## config.mk

```make
export PLATFORM = sky130hd
export DESIGN_NAME = match_window_counter
export DESIGN_NICKNAME = d
export VERILOG_FILES = /design/src/rtl/seq_det_pkg.sv /design/src/rtl/rpt_fifo2.sv /design/src/rtl/match_window_counter.sv
export SDC_FILE = /design/constraint.sdc
export NUM_CORES = 1
export LEC_CHECK = 0
export ABC_AREA = 1
export CAP_MARGIN = 15
export CORE_ASPECT_RATIO = 1.1
export CORE_MARGIN = 3
export CORE_UTILIZATION = 55
export DETAILED_ROUTE_END_ITERATION = 10
export MAX_ROUTING_LAYER = met4
export PLACE_DENSITY_LB_ADDON = 0.25
export RECOVER_POWER = 25
export SYNTH_ARGS = -nofsm -noshare
export SYNTH_HDL_FRONTEND = slang
export SYNTH_SLANG_ARGS = --single-unit
```

## constraint.sdc

```tcl
create_clock -name clk -period 2.55 [get_ports clk]
set_input_delay 0.3825 -clock clk [delete_from_list [all_inputs] [get_ports clk]]
set_output_delay 0.3825 -clock clk [all_outputs]
set_load 0.02 [all_outputs]
```

## src/rtl/seq_det_pkg.sv

```systemverilog
// rtl/seq_det_pkg.sv - shared types and constants for the sequence detector and its match counter
package seq_det_pkg;

  // Control FSM encoding for the match window counter
  typedef enum logic {
    ST_IDLE  = 1'b0,
    ST_COUNT = 1'b1
  } state_e;

  // Report field widths (count width is the default; the counter may override it)
  localparam int unsigned RPT_CNT_W = 8;
  localparam int unsigned RPT_SAT_W = 1;

  // Dropped-report tally width
  localparam int unsigned DROP_W = 8;

  // Detector-facing constants used by the block that drives match_in
  localparam int unsigned      DET_PATTERN_LEN = 4;
  localparam logic [3:0]       DET_PATTERN     = 4'b1011;

  // Saturating increment for the drop tally
  function automatic logic [DROP_W-1:0] drop_sat_inc(input logic [DROP_W-1:0] v);
    return (v == {DROP_W{1'b1}}) ? v : v + 1'b1;
  endfunction

endpackage

```

## src/rtl/rpt_fifo2.sv

```systemverilog
// rtl/rpt_fifo2.sv - 2-entry synchronous report FIFO with registered head
module rpt_fifo2
  import seq_det_pkg::*;
#(
  parameter int DW = RPT_CNT_W + RPT_SAT_W
) (
  input  logic          clk,
  input  logic          rst_n,
  input  logic          push_i,
  input  logic [DW-1:0] push_data_i,
  output logic          full_o,
  input  logic          pop_i,
  output logic [DW-1:0] head_data_o,
  output logic          empty_o
);

  logic [DW-1:0] mem0_q, mem1_q;
  logic          rd_ptr_q, wr_ptr_q;
  logic [1:0]    cnt_q, cnt_d;
  logic          do_push, do_pop;

  assign empty_o     = (cnt_q == 2'd0);
  assign full_o      = (cnt_q == 2'd2);
  assign head_data_o = rd_ptr_q ? mem1_q : mem0_q;

  // A push into a full FIFO only lands when the head leaves on the same edge
  always_comb begin
    do_pop  = pop_i & ~empty_o;
    do_push = push_i & (~full_o | do_pop);
    cnt_d   = cnt_q;
    case ({do_push, do_pop})
      2'b10:   cnt_d = cnt_q + 2'd1;
      2'b01:   cnt_d = cnt_q - 2'd1;
      default: cnt_d = cnt_q;
    endcase
  end

  // Storage and pointers; memory is cleared so the head reads zero out of reset
  always_ff @(posedge clk or negedge rst_n) begin
    if (!rst_n) begin
      mem0_q   <= '0;
      mem1_q   <= '0;
      rd_ptr_q <= 1'b0;
      wr_ptr_q <= 1'b0;
      cnt_q    <= 2'd0;
    end else begin
      if (do_push) begin
        if (wr_ptr_q) mem1_q <= push_data_i;
        else          mem0_q <= push_data_i;
        wr_ptr_q <= ~wr_ptr_q;
      end
      if (do_pop) rd_ptr_q <= ~rd_ptr_q;
      cnt_q <= cnt_d;
    end
  end

endmodule

```

## src/rtl/match_window_counter.sv

```systemverilog
// rtl/match_window_counter.sv - counts detector matches per fixed window and queues per-window reports
module match_window_counter
  import seq_det_pkg::*;
#(
  parameter int WINDOW = 256,
  parameter int CNT_W  = RPT_CNT_W
) (
  input  logic              clk,
  input  logic              rst_n,
  input  logic              match_in,
  input  logic              enable,
  output logic              rpt_valid,
  input  logic              rpt_ready,
  output logic [CNT_W-1:0]  rpt_count,
  output logic              rpt_sat,
  output logic [DROP_W-1:0] drop_cnt
);

  localparam int                 TIMER_W    = $clog2(WINDOW);
  localparam logic [TIMER_W-1:0] TIMER_LAST = TIMER_W'(WINDOW - 1);
  localparam int                 RPT_W      = CNT_W + RPT_SAT_W;

  state_e              state_q, state_d;
  logic [TIMER_W-1:0]  timer_q, timer_d;
  logic [CNT_W-1:0]    acc_q, acc_d;
  logic                sat_acc_q, sat_acc_d;
  logic [DROP_W-1:0]   drop_q, drop_d;

  logic                counting, close_win;
  logic                acc_at_max, acc_ovf;
  logic [CNT_W-1:0]    acc_plus;
  logic                rpt_sat_w;
  logic                fifo_full, fifo_empty, fifo_pop;
  logic [RPT_W-1:0]    fifo_head;

  // FSM state register
  always_ff @(posedge clk or negedge rst_n) begin
    if (!rst_n) state_q <= ST_IDLE;
    else        state_q <= state_d;
  end

  // FSM next state: enable alone moves between idle and counting
  always_comb begin
    state_d = state_q;
    case (state_q)
      ST_IDLE:  if (enable)  state_d = ST_COUNT;
      ST_COUNT: if (!enable) state_d = ST_IDLE;
      default:  state_d = ST_IDLE;
    endcase
  end

  // FSM outputs: enable low wins over a window close on the same cycle
  always_comb begin
    counting  = 1'b0;
    close_win = 1'b0;
    if (state_q == ST_COUNT && enable) begin
      counting  = 1'b1;
      close_win = (timer_q == TIMER_LAST);
    end
  end

  // Saturating accumulate; the close-cycle match is folded into the report
  always_comb begin
    acc_at_max = (acc_q == {CNT_W{1'b1}});
    acc_ovf    = counting & match_in & acc_at_max;
    acc_plus   = (match_in && !acc_at_max) ? acc_q + 1'b1 : acc_q;
    rpt_sat_w  = sat_acc_q | acc_ovf;
  end

  // Window datapath next state: cleared when idle, aborted or closing
  always_comb begin
    timer_d   = '0;
    acc_d     = '0;
    sat_acc_d = 1'b0;
    if (counting && !close_win) begin
      timer_d   = timer_q + 1'b1;
      acc_d     = acc_plus;
      sat_acc_d = rpt_sat_w;
    end
  end

  // A close that finds the buffer full with no pop loses its report
  always_comb begin
    fifo_pop = ~fifo_empty & rpt_ready;
    drop_d   = drop_q;
    if (close_win && fifo_full && !fifo_pop) drop_d = drop_sat_inc(drop_q);
  end

  // Window datapath and drop tally registers
  always_ff @(posedge clk or negedge rst_n) begin
    if (!rst_n) begin
      timer_q   <= '0;
      acc_q     <= '0;
      sat_acc_q <= 1'b0;
      drop_q    <= '0;
    end else begin
      timer_q   <= timer_d;
      acc_q     <= acc_d;
      sat_acc_q <= sat_acc_d;
      drop_q    <= drop_d;
    end
  end

  rpt_fifo2 #(
    .DW (RPT_W)
  ) u_rpt_fifo2 (
    .clk         (clk),
    .rst_n       (rst_n),
    .push_i      (close_win),
    .push_data_i ({rpt_sat_w, acc_plus}),
    .full_o      (fifo_full),
    .pop_i       (fifo_pop),
    .head_data_o (fifo_head),
    .empty_o     (fifo_empty)
  );

  assign rpt_valid            = ~fifo_empty;
  assign {rpt_sat, rpt_count} = fifo_head;
  assign drop_cnt             = drop_q;

endmodule

```

[Word-level counts from Yosys, hierarchy flattened]
Cells that the tools add are included.
Cells by class
  add/subtract/negate cells: 5
  equal/unequal tests: 6
  muxes and demuxes: 9
  bitwise operators: 12
  reductions and logical operators: 13
Operators with widths (count)
  8-bit by 1-bit adder with 8-bit output (second input constant): 3
  8-bit equality test (second input constant): 3
  8-bit two-way mux: 3
  9-bit two-way mux: 1
  2-bit AND reduction: 3
  1-bit bitwise AND: 5
  1-bit logical AND: 5
  1-bit NOT: 5
  2-bit equality test (second input constant): 2
  1-bit two-way mux: 4
  2-bit one-hot mux with 2 select lines: 1
  1-bit zero test: 3
  2-bit by 1-bit adder with 2-bit output (second input constant): 1
  2-bit by 1-bit equality test with 1-bit output (second input constant): 1
  2-bit zero test: 1
  1-bit OR: 2
  2-bit nonzero test: 1
  2-bit by 1-bit subtractor with 2-bit output (second input constant): 1
Storage, ports and cells
  flip-flop bits (word level): 48
  bits of input ports: 5
  output and inout port bits: 18
  logic and storage cells: 55

[Longest topological paths before layout]
  depth after elaboration: 8
  gate-level depth with buffers: 10

[Hierarchy]
Synthesis repeated with hierarchy kept, for this count alone.
Unflattened totals
  cells, all modules: 328
  area, all modules: 2558.7 µm²
By module, submodules not included
  match_window_counter: times used 1, cells an instance 202, area each 1496.4 µm²
  rpt_fifo2: times used 1, cells an instance 126, area each 1062.3 µm²

[Worst setup path after synthesis]
Ideal clock, no wire load.
  path kind: register -> register
  start point: register drop_q[0], in the netlist drop_cnt[0]
  end point: register drop_q[3], in the netlist drop_cnt[3]
  setup time: 0.117 ns
  data arrival time: 1.356 ns
  setup slack: 1.076 ns
  cell stages (with the launch flop): 10
  buffers on the path: 0
  cell sequence: dfrtp_1 ha_1 nand2_1 nor2_1 nand3_1 nand2_1 nor2_2 nand2_1 nand2_1 nand2_1
Between the ends
  longest elaborated chain between the ends: 3
  elaborated cells on any way between the ends: 4
  classes of those cells: add/sub: 1; eq/ne: 1; bitwise: 1; reduce/logical: 1
RTL lines
  start, declared: line match_window_counter.sv:27  | logic [DROP_W-1:0] drop_q, drop_d;
  start signal, assigned: line match_window_counter.sv:100  | drop_q <= drop_d;
  branches (longest 3 deep; another with 8-bit by 1-bit adder with 8-bit output)
Several ways; the timed one is not identified.
A chain may end at the register's enable or synchronous reset.

[Worst setup path in the final report]
  start point: register u_rpt_fifo2.rd_ptr_q
  end point: output rpt_sat
Between the ends
  longest elaborated chain between the ends: 1
RTL lines
  start, declared: line rpt_fifo2.sv:18  | logic rd_ptr_q, wr_ptr_q;
  start signal, assigned: line rpt_fifo2.sv:52  | if (do_pop) rd_ptr_q <= ~rd_ptr_q;
  9-bit two-way mux: line rpt_fifo2.sv:24  | assign head_data_o = rd_ptr_q ? mem1_q : mem0_q;
  end, declared: line match_window_counter.sv:15  | output logic rpt_sat,
Every way passes these cells.

==> flow_summary.toml <==
[clocking]
clock-sinks = 48
cts_hold_buf = 0
cts_tree = "built"
cts_made_buffers = 5
clk_latency_ps = 300
cts_root_buf = "clkbuf_8"
cts_resized = 0
clk_pin_slew_ps = 90
clock_path_buffers = 2
htreeDepth = 2
post_cts_buffers = 0

[floorplan]
die-area_mm2 = 0.005292
rows = 24
die_w_um = 69.64
io-pin-count = 23
dieHeight_um = 76.00
start_util = 0.5955
core_area_mm2 = 0.004114

[global_routing]
grt_antenna_before_repair = 0
grt_util_met3 = 0.03694
grt_pass1_wl_um = 8576
grt_max_degree = 49
grt_pass1_vias = 1985
grt_util_met2 = 0.3569
top_usage_layer = "met2"
gr-total-overflow = 0
globalRouteTotalUtil = 0.2034
met1_usage = 0.2375

[synth]
yosysSeqAreaShare = 0.4903
avgSynthCellArea_um2 = 7.877
syn-cell-area_mm2 = 0.002450
ys_ff_latch = 48
netlist_instances = 311
synth_warnings = 0
synth_cell_types = 31
synth_nets = 319

[run_status]
status = "completed"

[flow_run]
maxCapViolations = 0

[drt]
drt_iter0_markers = 159
routedWlPerCell_um = 12.59
wl_um = 4924
drc = 0
vias_per_cell = 5.105
num_vias = 1996
first_pass_iters = 4
final_antenna_net_count = 0

[worst_setup_path]
critPathRequiredTime_ps = 2170
rr_startpoint = "timer_q[0]"
cp-end-kind = "output pin"
cp-start-kind = "flip-flop"
critPathKind = "reg -> out"
worstPathArrival_ps = 1930
cp-startpoint = "u_rpt_fifo2.rd_ptr_q"
r2r_setup_slack_ps = 790
crit_fanout = 12

[cells_and_area]
syn_to_final_growth_pct = 14.50
diodes = 0
multi_input_area_mm2 = 0.001102
final_common_cell = "nand2_1"
regArea_mm2 = 0.001201
nets = 346
layout-drive-gt1-share = 0.08850
final_cells = 391
fillers = 347
layout_common_cells = "nand2_1, dfrtp_1, inv_1, nor2_1, clkdlybuf4s50_1"

[power]
p_leak_nw = 1.421
power_density_mw_per_mm2 = 455.6
ir_drop_v = 0.0003467

[placed_design]
io_buffers = 22
gp_congestion = 0.8185
place_hpwl_um = 3495
post-place-cells = 383

[timing]
finalCritPeriodShare = 0.9060
worst-slew-pin-transition_ps = 1157
hold_viol_final = 0
rsz0062_at_grt = "false"
fin_setup_tns_ps = 0
relSlewSlack = 0.2285
layout_min_cycle_time_ps = 2310
skew_ps = 6.063
fmax_mhz = 432.8
setup_viol = 0
maxSlewViolCount = 0

[worst_hold_path]
hold_path.class = "in -> async"
-- metrics by stage --
step | cell area [µm²] | util | total power [mW] | setup slack (ps) | hold WS, ps
2_1_floorplan | 2450 | - | 0.7958 | 1076 | 86.91
3_3_place_gp | 2730 | 0.6636 | 0.8256 | 634.8 | 384.9
3_5_place_dp | 2730 | 0.6636 | 0.8267 | 584.7 | 388.3
4_1_cts | 2820 | 0.6855 | 1.287 | 244.3 | 59.20
5_1_grt | 2805 | 0.6819 | 1.326 | 96.33 | 504.7
6_report | 2805 | 0.6819 | 1.278 | 239.7 | 383.6
-- cells by family after synthesis --
family          synth area share
fa+ha+maj                0.01532
buf+inv                  0.05975
xor+xnor                 0.03218
simple gates              0.3432
compound gates           0.05925
flops                     0.4903
-- worst paths after layout --
path,endpoint,cells after the start
setup reg to reg,timer_q[7],8
hold reg to reg,u_rpt_fifo2.mem1_q[1],2
setup / recovery,rpt_sat,4
hold / removal,acc_q[6],2
max in group asynchronous,acc_q[0],2
min in group clk,u_rpt_fifo2.mem1_q[1],2
-- metal layers --
metal | vias up | routed length (µm)
met2 | 26 | 2517
met5 | - | 0
met3 | 9 | 123
met1 | 948 | 2207
met4 | 0 | 76
li1 | 1013 | -
-- synth_stat cells --
cell / number / area, µm²
a21oi_1: 12 / 60.06
o21ai_0: 4 / 20.02
nand3b_1: 2 / 15.01
a31oi_1: 1 / 6.260
o21ai_1: 5 / 25.02
o21ai_2: 3 / 26.28
nand2_4: 2 / 22.52
inv_2: 1 / 3.750
clkinv_2: 1 / 5.000
nor3_1: 3 / 15.01
nor2_1: 23 / 86.33
ha_1: 3 / 37.54
clkbuf_1: 1 / 3.750
xnor2_1: 3 / 26.28
nand2_1: 133 / 499.2
inv_1: 26 / 97.59
nand3_2: 1 / 10.01
clkinv_1: 1 / 3.750
nor2_8: 1 / 20.02
clkinv_8: 1 / 16.27
nor2_4: 2 / 22.52
dfrtp_1: 48 / 1201
buf_2: 1 / 5.000
nand4_1: 1 / 6.260
xor2_1: 6 / 52.55
nor2_2: 3 / 18.77
o21bai_1: 1 / 7.510
buf_6: 1 / 11.26
nand3_1: 14 / 70.07
nand3_4: 1 / 17.52
nand2_2: 6 / 37.54
-- state kept, by name, summed over array words and instances, names as in the netlist --
register and count:
u_rpt_fifo2.mem0_q 9, u_rpt_fifo2.mem1_q 9, acc_q 8, drop_cnt 8, timer_q 8, u_rpt_fifo2.cnt_q 2, sat_acc_q 1, state_q 1
u_rpt_fifo2.rd_ptr_q 1, u_rpt_fifo2.wr_ptr_q 1
-- power by group --
group,switching (mW),internal (mW)
Combinational,0.0317,0.00937
Clock,0.249,0.222
Sequential,0.00239,0.764
Total,0.283,0.995
-- final cells by class --
class,instances,share of cell area
flip-flops and latches,48,0.4282
multi-input cells,230,0.3930
repair buffers,23,0.07850
inverters,30,0.04505
clock buffers,8,0.03211
well taps,52,0.02319
-- worst max-delay path, cell delays in order (launching register included) --
cell             delay (ps)
dfrtp_1                 560
clkinv_1                340
nand2_1                 130
nand2_1                  60
clkdlybuf4s50_1         530
No activity file was read; power rests on OpenSTA's default activity.
